==> src/rtl/ls_queue.sv <==
// In-order load/store queue: tail allocation with CDB snoop, in-order issue, head retire, branch rollback.
// Optional LSQ_CDB_BYPASS_EN: issue readiness for the entry at iss also uses same-cycle CDB data.
module ls_queue #(
  parameter int DEPTH     = 8,
  parameter int DATA_W    = 32,
  parameter int TAG_W     = 5,
  parameter int TAG_FREE  = 0,
  parameter int OP_W      = 6,
  parameter int BTAG_W    = 4,
  parameter int CDB_PORTS = 2,
  localparam int PTR_W    = $clog2(DEPTH),
  localparam int CNT_W    = $clog2(DEPTH + 1),
  localparam int BI_W     = (BTAG_W > 1) ? $clog2(BTAG_W) : 1
) (
  input  logic                        clk,
  input  logic                        rst,
  input  logic                        rdy,
  input  logic [CDB_PORTS-1:0]        cdb_en,
  input  logic [CDB_PORTS*TAG_W-1:0]  cdb_tag,
  input  logic [CDB_PORTS*DATA_W-1:0] cdb_data,
  input  logic                        alloc_en,
  input  logic [OP_W-1:0]             alloc_op,
  input  logic [DATA_W-1:0]           alloc_imm,
  input  logic [TAG_W-1:0]            alloc_tag_w,
  input  logic [DATA_W-1:0]           alloc_opnd_o,
  input  logic [DATA_W-1:0]           alloc_opnd_t,
  input  logic [TAG_W-1:0]            alloc_tag_o,
  input  logic [TAG_W-1:0]            alloc_tag_t,
  input  logic [BTAG_W-1:0]           alloc_btag,
  output logic                        alloc_ready,
  output logic [CNT_W-1:0]            free_slots,
  input  logic                        lsu_ready,
  input  logic                        lsu_done,
  output logic                        issue_valid,
  output logic [OP_W-1:0]             issue_op,
  output logic [DATA_W-1:0]           issue_opnd_o,
  output logic [DATA_W-1:0]           issue_opnd_t,
  output logic [DATA_W-1:0]           issue_imm,
  output logic [TAG_W-1:0]            issue_tag_w,
  input  logic                        br_free_en,
  input  logic [BI_W-1:0]             br_free_idx,
  input  logic                        br_mispredict
);

  localparam logic [TAG_W-1:0] TFREE   = TAG_W'(TAG_FREE);
  localparam logic [CNT_W-1:0] DEPTH_C = CNT_W'(DEPTH);

  logic [OP_W-1:0]   op_q   [DEPTH];
  logic [DATA_W-1:0] imm_q  [DEPTH];
  logic [TAG_W-1:0]  tagw_q [DEPTH];
  logic [DATA_W-1:0] opo_q  [DEPTH], opo_d  [DEPTH];
  logic [DATA_W-1:0] opt_q  [DEPTH], opt_d  [DEPTH];
  logic [TAG_W-1:0]  tgo_q  [DEPTH], tgo_d  [DEPTH];
  logic [TAG_W-1:0]  tgt_q  [DEPTH], tgt_d  [DEPTH];
  logic [BTAG_W-1:0] btag_q [DEPTH], btag_d [DEPTH];

  logic [PTR_W-1:0]  head_q, head_d, iss_q, iss_d, tail_q, tail_d;
  logic [CNT_W-1:0]  count_q, count_d, nissued_q, nissued_d, unissued;

  logic              issue_valid_q;
  logic [OP_W-1:0]   issue_op_q;
  logic [DATA_W-1:0] issue_opnd_o_q, issue_opnd_t_q, issue_imm_q;
  logic [TAG_W-1:0]  issue_tag_w_q;

  logic              br_clr, do_alloc, do_retire, do_issue;
  logic [BTAG_W-1:0] clr_mask;
  logic              rdy_o, rdy_t, mp_found;
  logic [DATA_W-1:0] iss_opo, iss_opt;
  logic [CNT_W-1:0]  mp_keep;

  // Lowest-numbered matching port wins, so scan from the top and let lower ports overwrite.
  function automatic void snoop(input  logic [TAG_W-1:0]            t,
                                input  logic [CDB_PORTS-1:0]        en,
                                input  logic [CDB_PORTS*TAG_W-1:0]  tags,
                                input  logic [CDB_PORTS*DATA_W-1:0] data,
                                output logic                        hit,
                                output logic [DATA_W-1:0]           val);
    hit = 1'b0;
    val = '0;
    for (int p = CDB_PORTS - 1; p >= 0; p--) begin
      if (en[p] && (t != TFREE) && (tags[p*TAG_W +: TAG_W] == t)) begin
        hit = 1'b1;
        val = data[p*DATA_W +: DATA_W];
      end
    end
  endfunction

  assign br_clr      = br_free_en && !br_mispredict;
  assign clr_mask    = br_clr ? (BTAG_W'(1) << br_free_idx) : '0;
  assign do_alloc    = alloc_en && (count_q != DEPTH_C) && !br_mispredict;
  assign do_retire   = lsu_done && (nissued_q != '0);
  assign unissued    = count_q - nissued_q;
  assign alloc_ready = (count_q != DEPTH_C);
  assign free_slots  = DEPTH_C - count_q;

  always_comb begin
    logic              hit;
    logic [DATA_W-1:0] val;
    hit = 1'b0;
    val = '0;
    for (int i = 0; i < DEPTH; i++) begin
      opo_d[i]  = opo_q[i];
      opt_d[i]  = opt_q[i];
      tgo_d[i]  = tgo_q[i];
      tgt_d[i]  = tgt_q[i];
      btag_d[i] = btag_q[i] & ~clr_mask;
      snoop(tgo_q[i], cdb_en, cdb_tag, cdb_data, hit, val);
      if (hit) begin
        tgo_d[i] = TFREE;
        opo_d[i] = val;
      end
      snoop(tgt_q[i], cdb_en, cdb_tag, cdb_data, hit, val);
      if (hit) begin
        tgt_d[i] = TFREE;
        opt_d[i] = val;
      end
      if (do_alloc && (tail_q == PTR_W'(i))) begin
        btag_d[i] = alloc_btag & ~clr_mask;
        tgo_d[i]  = alloc_tag_o;
        opo_d[i]  = alloc_opnd_o;
        tgt_d[i]  = alloc_tag_t;
        opt_d[i]  = alloc_opnd_t;
        snoop(alloc_tag_o, cdb_en, cdb_tag, cdb_data, hit, val);
        if (hit) begin
          tgo_d[i] = TFREE;
          opo_d[i] = val;
        end
        snoop(alloc_tag_t, cdb_en, cdb_tag, cdb_data, hit, val);
        if (hit) begin
          tgt_d[i] = TFREE;
          opt_d[i] = val;
        end
      end
    end
  end

  always_comb begin
`ifdef LSQ_CDB_BYPASS_EN
    logic              byp_hit;
    logic [DATA_W-1:0] byp_val;
`endif
    iss_opo = opo_q[iss_q];
    iss_opt = opt_q[iss_q];
    rdy_o   = (tgo_q[iss_q] == TFREE);
    rdy_t   = (tgt_q[iss_q] == TFREE);
`ifdef LSQ_CDB_BYPASS_EN
    snoop(tgo_q[iss_q], cdb_en, cdb_tag, cdb_data, byp_hit, byp_val);
    if (byp_hit) begin
      rdy_o   = 1'b1;
      iss_opo = byp_val;
    end
    snoop(tgt_q[iss_q], cdb_en, cdb_tag, cdb_data, byp_hit, byp_val);
    if (byp_hit) begin
      rdy_t   = 1'b1;
      iss_opt = byp_val;
    end
`endif
    do_issue = lsu_ready && (unissued != '0) && rdy_o && rdy_t && (btag_q[iss_q] == '0);
  end

  // Oldest live entry tagged with the mispredicted branch becomes the new tail.
  always_comb begin
    mp_found = 1'b0;
    mp_keep  = count_q;
    for (int k = 0; k < DEPTH; k++) begin
      if (!mp_found && (CNT_W'(k) < count_q) && btag_q[head_q + PTR_W'(k)][br_free_idx]) begin
        mp_found = 1'b1;
        mp_keep  = CNT_W'(k);
      end
    end
  end

  always_comb begin
    head_d    = head_q + PTR_W'(do_retire);
    iss_d     = iss_q + PTR_W'(do_issue);
    tail_d    = tail_q + PTR_W'(do_alloc);
    count_d   = count_q + CNT_W'(do_alloc) - CNT_W'(do_retire);
    nissued_d = nissued_q + CNT_W'(do_issue) - CNT_W'(do_retire);
    if (br_mispredict && mp_found) begin
      tail_d  = head_q + PTR_W'(mp_keep);
      count_d = mp_keep - CNT_W'(do_retire);
    end
  end

  always_ff @(posedge clk or posedge rst) begin
    if (rst) begin
      head_q         <= '0;
      iss_q          <= '0;
      tail_q         <= '0;
      count_q        <= '0;
      nissued_q      <= '0;
      issue_valid_q  <= 1'b0;
      issue_op_q     <= '0;
      issue_opnd_o_q <= '0;
      issue_opnd_t_q <= '0;
      issue_imm_q    <= '0;
      issue_tag_w_q  <= '0;
      for (int i = 0; i < DEPTH; i++) begin
        tgo_q[i]  <= TFREE;
        tgt_q[i]  <= TFREE;
        btag_q[i] <= '0;
      end
    end else if (rdy) begin
      head_q         <= head_d;
      iss_q          <= iss_d;
      tail_q         <= tail_d;
      count_q        <= count_d;
      nissued_q      <= nissued_d;
      tgo_q          <= tgo_d;
      tgt_q          <= tgt_d;
      btag_q         <= btag_d;
      issue_valid_q  <= do_issue;
      issue_op_q     <= do_issue ? op_q[iss_q]   : '0;
      issue_opnd_o_q <= do_issue ? iss_opo       : '0;
      issue_opnd_t_q <= do_issue ? iss_opt       : '0;
      issue_imm_q    <= do_issue ? imm_q[iss_q]  : '0;
      issue_tag_w_q  <= do_issue ? tagw_q[iss_q] : '0;
    end
  end

  always_ff @(posedge clk) begin
    if (rdy) begin
      opo_q <= opo_d;
      opt_q <= opt_d;
      if (do_alloc) begin
        op_q[tail_q]   <= alloc_op;
        imm_q[tail_q]  <= alloc_imm;
        tagw_q[tail_q] <= alloc_tag_w;
      end
    end
  end

  assign issue_valid  = issue_valid_q;
  assign issue_op     = issue_op_q;
  assign issue_opnd_o = issue_opnd_o_q;
  assign issue_opnd_t = issue_opnd_t_q;
  assign issue_imm    = issue_imm_q;
  assign issue_tag_w  = issue_tag_w_q;

endmodule
==> config.mk <==
export PLATFORM = sky130hd
export DESIGN_NAME = ls_queue
export DESIGN_NICKNAME = d
export VERILOG_FILES = /design/src/rtl/ls_queue.sv
export SDC_FILE = /design/constraint.sdc
export NUM_CORES = 2
export LEC_CHECK = 0
export ABC_AREA = 1
export CORE_UTILIZATION = 28
export CTS_CLUSTER_SIZE = 8
export DETAILED_ROUTE_END_ITERATION = 8
export GPL_TIMING_DRIVEN = 0
export PLACE_DENSITY_LB_ADDON = 0.1
export SLEW_MARGIN = 30
export SYNTH_ARGS = -nofsm -noshare
export SYNTH_HDL_FRONTEND = slang
export SYNTH_SLANG_ARGS = --single-unit
export TNS_END_PERCENT = 5
==> constraint.sdc <==
create_clock -name clk -period 11.3 [get_ports clk]
set_input_delay 1.695 -clock clk [delete_from_list [all_inputs] [get_ports clk]]
set_output_delay 1.695 -clock clk [all_outputs]
set_load 0.02 [all_outputs]
==> flow_summary.ini <==
[placed_design]
port_buffers = 283
placed_cell_area_um2 = 67500
dp_hpwl_mm = 287
place_congestion = 1.02
placedCellCount = 9538

[yosys]
synth_top_cells_by_area = sky130_fd_sc_hd__edfxtp_1, sky130_fd_sc_hd__o21ai_0, sky130_fd_sc_hd__dfrtp_1
synth_compound_gate_area_share = 0.265
synth_xor_xnor_area_share = 0.0120
synth.net_count = 6610
cell_type_contributing_the_most_total_cell_area_after_synthesis = sky130_fd_sc_hd__edfxtp_1
post_synth_instance_area_um2 = 59000
synth.top_cell.area_share = 0.436
synth.distinct_cells = 59
avgSynthCellArea_um2 = 9.26
synthSimpleGateAreaFrac = 0.118
synth_enable_flop_cells = 856
async_flop_share = 0.217
synth.mux.area_fraction = 0.000170
yosys_warnings = 0
synth.ff_latch_count = 1093
netlist_instances = 6371
synthFlopType = sky130_fd_sc_hd__edfxtp_1
synth_top_family_by_area = compound AO/OA/AOI/OAI gates
synth.yosys.seq_area_share = 0.536
post_synth_fa_ha_maj_area_fraction = 0.00717

[drt]
firstDrtPassIters = 8
route.final.wire_length_mm = 369
wl_per_cell_um = 37.5
vias = 58200
vias_per_cell = 5.91
detail-route-antenna-nets = 0
first_iter_violations = 8532
drt_drc_violations_left = 0

[finish]
area_growth_pct = 22.5
num-nets-final = 7136
post_route_cells_drive_above_1_share = 0.0801
layout.area.seq_um2 = 31600
layout.cell_area.non_filler_um2 = 72300
final_cell_count_no_fill = 9842
multi_input_gate_area_um2 = 23900
num-fill-cells = 21600

[power]
peakVddDrop_mv = 0.173
power_switching_w = 0.00762
comb_power_share = 0.416
swShare = 0.442
power.sequential.fraction = 0.315
clock_power_share = 0.269
p_per_area_nw_per_um2 = 239
power.static_leakage_nw = 25.0
cell_internal_pwr_w = 0.00962

[worst_setup_path]
worstPathCellList = clkdlybuf4s50_1 -> clkbuf_1 -> o2111ai_1 -> nor3_1 -> nand2_1 -> inv_1 -> clkbuf_1 -> nand2_1 -> a221oi_1
critPathSlowestCell = sky130_fd_sc_hd__a221oi_1
critical_path.max_stage_delay_ps = 810
cpLargestDelayFamily = buffers and inverters
path_buf_inv = 4
cp.arrival_ps = 6180
critical_path_class = input port to flop
depth_of_the_worst_register_to_register_path = 11
required_time_of_the_worst_setup_path_ps = 11820
worst-r2r-setup-slack_ps = 6270
worstSetupStartpointType = input port
worstSetupEndpointType = flop
path_max_fanout = 10
worst_r2r_endpoint = opt_q[172]
worstReg2RegStart = count_q[0]

[clocking]
clkLatencyLatePin_ps = 860
cts_root_buffer = sky130_fd_sc_hd__clkbuf_16
cts.repair_timing.setup_buffer_count = 0
cts-buffers-inserted = 157
clk_transition_reported_paths_ps = 50
cts.repair.resized = 0
ctsLongestPathBuffers = 3
clock_tree_from_tritoncts = done
hold_fix_buffers_at_cts = 0
cts_sink_cnt = 1093
htree_levels = 4

[die]
die_height_um = 461
dieArea_um2 = 213000
die_width_um = 461
placementRows = 168
placeableCoreArea_um2 = 210000
i_o_pins = 320
initial_core_util = 0.282

[global_routing]
grt.busiest_layer = met2
grt_overflow_total = 0
antenna_violations_before_repair = 48
grt_max_degree = 76
first_global_vias = 55700
grt_util_met1 = 0.458
grt_pass1_wl_mm = 491
global_routing_usage_on_met2 = 0.509
grt_util_all_layers = 0.340
grtUsageMet3 = 0.0702

[timing]
grt_setup_unrepaired = false
timing_max_transition_violations_final = 0
worstMarginPinSlew_ps = 1180
maxSlewHeadroom = 0.215
setup_skew_after_layout_ps = 46.9
min_period_ps = 5660
fin_crit_sh = 0.501
setup-violations-final = 0
finalSetupTns_ps = 0
finalHoldViolations = 0
fmax_mhz = 177

[run]
maxCapViolations = 0

[hold_path]
timing.hold.worst_endpoint = issue_imm[17]
hold-path-cell-count = 2
hold_path.startpoint = issue_imm[17]
timing.hold.worst.class = flop to flop

[status]
outcome = completed
metrics by stage:
stage | setup slack [ps] | hold slack [ps] | total power (W) | utilization
final | 5640 | 477 | 0.0172 | 0.345
after CTS | 5840 | 485 | 0.0172 | 0.344
after floorplan | 3100 | 453 | 0.00883 | -
after global placement | -2170 | 464 | 0.0123 | 0.312
after global routing | 5630 | 491 | 0.0179 | 0.345
after detailed placement | 4970 | 473 | 0.0125 | 0.322
flip-flops by register name, summed over array words and instances, names as in the netlist, 32 cells and up:
signal and flops:
tgo_q 40, imm_q 256, opt_q 256, issue_opnd_t 32, btag_q 32, opo_q 256, issue_opnd_o 32, tgt_q 40
tagw_q 40, issue_imm 32, op_q 48
cell type report:
class,count,share of cell area
diodes,31,0.00107
plain buffers,632,0.0369
clock buffers,249,0.0596
clock inverters,19,0.00535
inverters,282,0.0152
multi-input cells,4364,0.331
flip-flops and latches,1093,0.438
well taps,2805,0.0485
repair buffers,367,0.0648
per-layer routing:
layer  wire length (um)  vias to the layer above  part of all wire
met1             155000                    29300              0.42
li1                   -                    24600                 -
met2             158000                     3617              0.43
met3              32800                      737             0.089
met4              23000                       10             0.062
met5                 69                        -           0.00019
power by group through the flow:
stage	combinational [W]	clock [W]	sequential, W
2_1_floorplan	0.00334	0	0.00548
3_3_place_gp	0.00676	0	0.00552
3_5_place_dp	0.00702	0	0.00549
4_1_cts	0.00704	0.00469	0.00542
5_1_grt	0.00757	0.00484	0.00548
6_report	0.00718	0.00463	0.00543
cell usage in the layout, fill, tap and decap left out, types with 12 or more instances in the layout:
master,count
sky130_fd_sc_hd__buf_2,64
sky130_fd_sc_hd__o21ai_0,1577
sky130_fd_sc_hd__buf_16,51
sky130_fd_sc_hd__buf_4,21
sky130_fd_sc_hd__o211ai_1,217
sky130_fd_sc_hd__nor4_1,30
sky130_fd_sc_hd__a21oi_1,106
sky130_fd_sc_hd__dfrtp_1,237
sky130_fd_sc_hd__xor2_1,72
sky130_fd_sc_hd__a211oi_1,16
sky130_fd_sc_hd__inv_4,14
sky130_fd_sc_hd__inv_1,245
sky130_fd_sc_hd__nand3_1,212
sky130_fd_sc_hd__inv_2,19
sky130_fd_sc_hd__nand2_1,805
sky130_fd_sc_hd__a221oi_2,31
sky130_fd_sc_hd__nand4_1,13
sky130_fd_sc_hd__a221oi_4,25
sky130_fd_sc_hd__a22oi_1,32
sky130_fd_sc_hd__buf_6,15
sky130_fd_sc_hd__nor2_1,510
sky130_fd_sc_hd__o21ai_1,90
sky130_fd_sc_hd__o32ai_1,14
sky130_fd_sc_hd__buf_12,13
sky130_fd_sc_hd__ha_1,29
sky130_fd_sc_hd__o22ai_1,165
sky130_fd_sc_hd__edfxtp_1,856
sky130_fd_sc_hd__clkbuf_16,158
sky130_fd_sc_hd__a2111oi_0,12
sky130_fd_sc_hd__nor3_1,77
sky130_fd_sc_hd__diode_2,31
sky130_fd_sc_hd__clkbuf_2,79
sky130_fd_sc_hd__clkbuf_1,553
sky130_fd_sc_hd__clkdlybuf4s50_1,283
sky130_fd_sc_hd__o221ai_1,199
sky130_fd_sc_hd__a221oi_1,45
kinds of logic after synthesis:
group,count (synthesis)
AOI/OAI and AO/OA,2556
and+or+nand+nor,1694
DFF,1093
buffers and inverters,914
xor gates and xnor gates,81
adders and majority gates,32
muxes,1
cells in the mapped netlist, types with 17 or more instances:
master,count
sky130_fd_sc_hd__o211ai_1,217
sky130_fd_sc_hd__a211oi_1,17
sky130_fd_sc_hd__o221ai_1,199
sky130_fd_sc_hd__a221oi_4,25
sky130_fd_sc_hd__nor2_1,521
sky130_fd_sc_hd__o22ai_1,165
sky130_fd_sc_hd__ha_1,29
sky130_fd_sc_hd__xor2_1,72
sky130_fd_sc_hd__a221oi_1,47
sky130_fd_sc_hd__edfxtp_1,856
sky130_fd_sc_hd__o21ai_0,1580
sky130_fd_sc_hd__inv_2,18
sky130_fd_sc_hd__nor4_1,31
sky130_fd_sc_hd__a221oi_2,29
sky130_fd_sc_hd__clkbuf_1,541
sky130_fd_sc_hd__a21oi_1,106
sky130_fd_sc_hd__nand3_1,212
sky130_fd_sc_hd__o21ai_1,87
sky130_fd_sc_hd__dfrtp_1,237
sky130_fd_sc_hd__inv_1,260
sky130_fd_sc_hd__a22oi_1,32
sky130_fd_sc_hd__nor3_1,80
sky130_fd_sc_hd__nand2_1,806
sky130_fd_sc_hd__buf_2,58
worst max path at each step:
| stage | startpoint | to | slack [ps] | cells past startpoint |
|---|---|---|---|---|
| floorplan | rst | btag_q[0] | 3100 | 1 |
| global placement | rst | issue_opnd_o[10] | -2170 | 2 |
| detailed placement | cdb_en[0] | opt_q[197] | 4970 | 9 |
| CTS | cdb_en[0] | opt_q[197] | 5840 | 9 |
| global route | cdb_en[0] | opt_q[197] | 5630 | 9 |
| finish | cdb_en[0] | opt_q[197] | 5640 | 9 |
tightest hold or removal path, cell delays in order (launching register included):
cell                      delay (ps)
sky130_fd_sc_hd__dfrtp_1         340
sky130_fd_sc_hd__nand2_1          50
sky130_fd_sc_hd__o21ai_0          50
(Power assumes the default switching activity.)
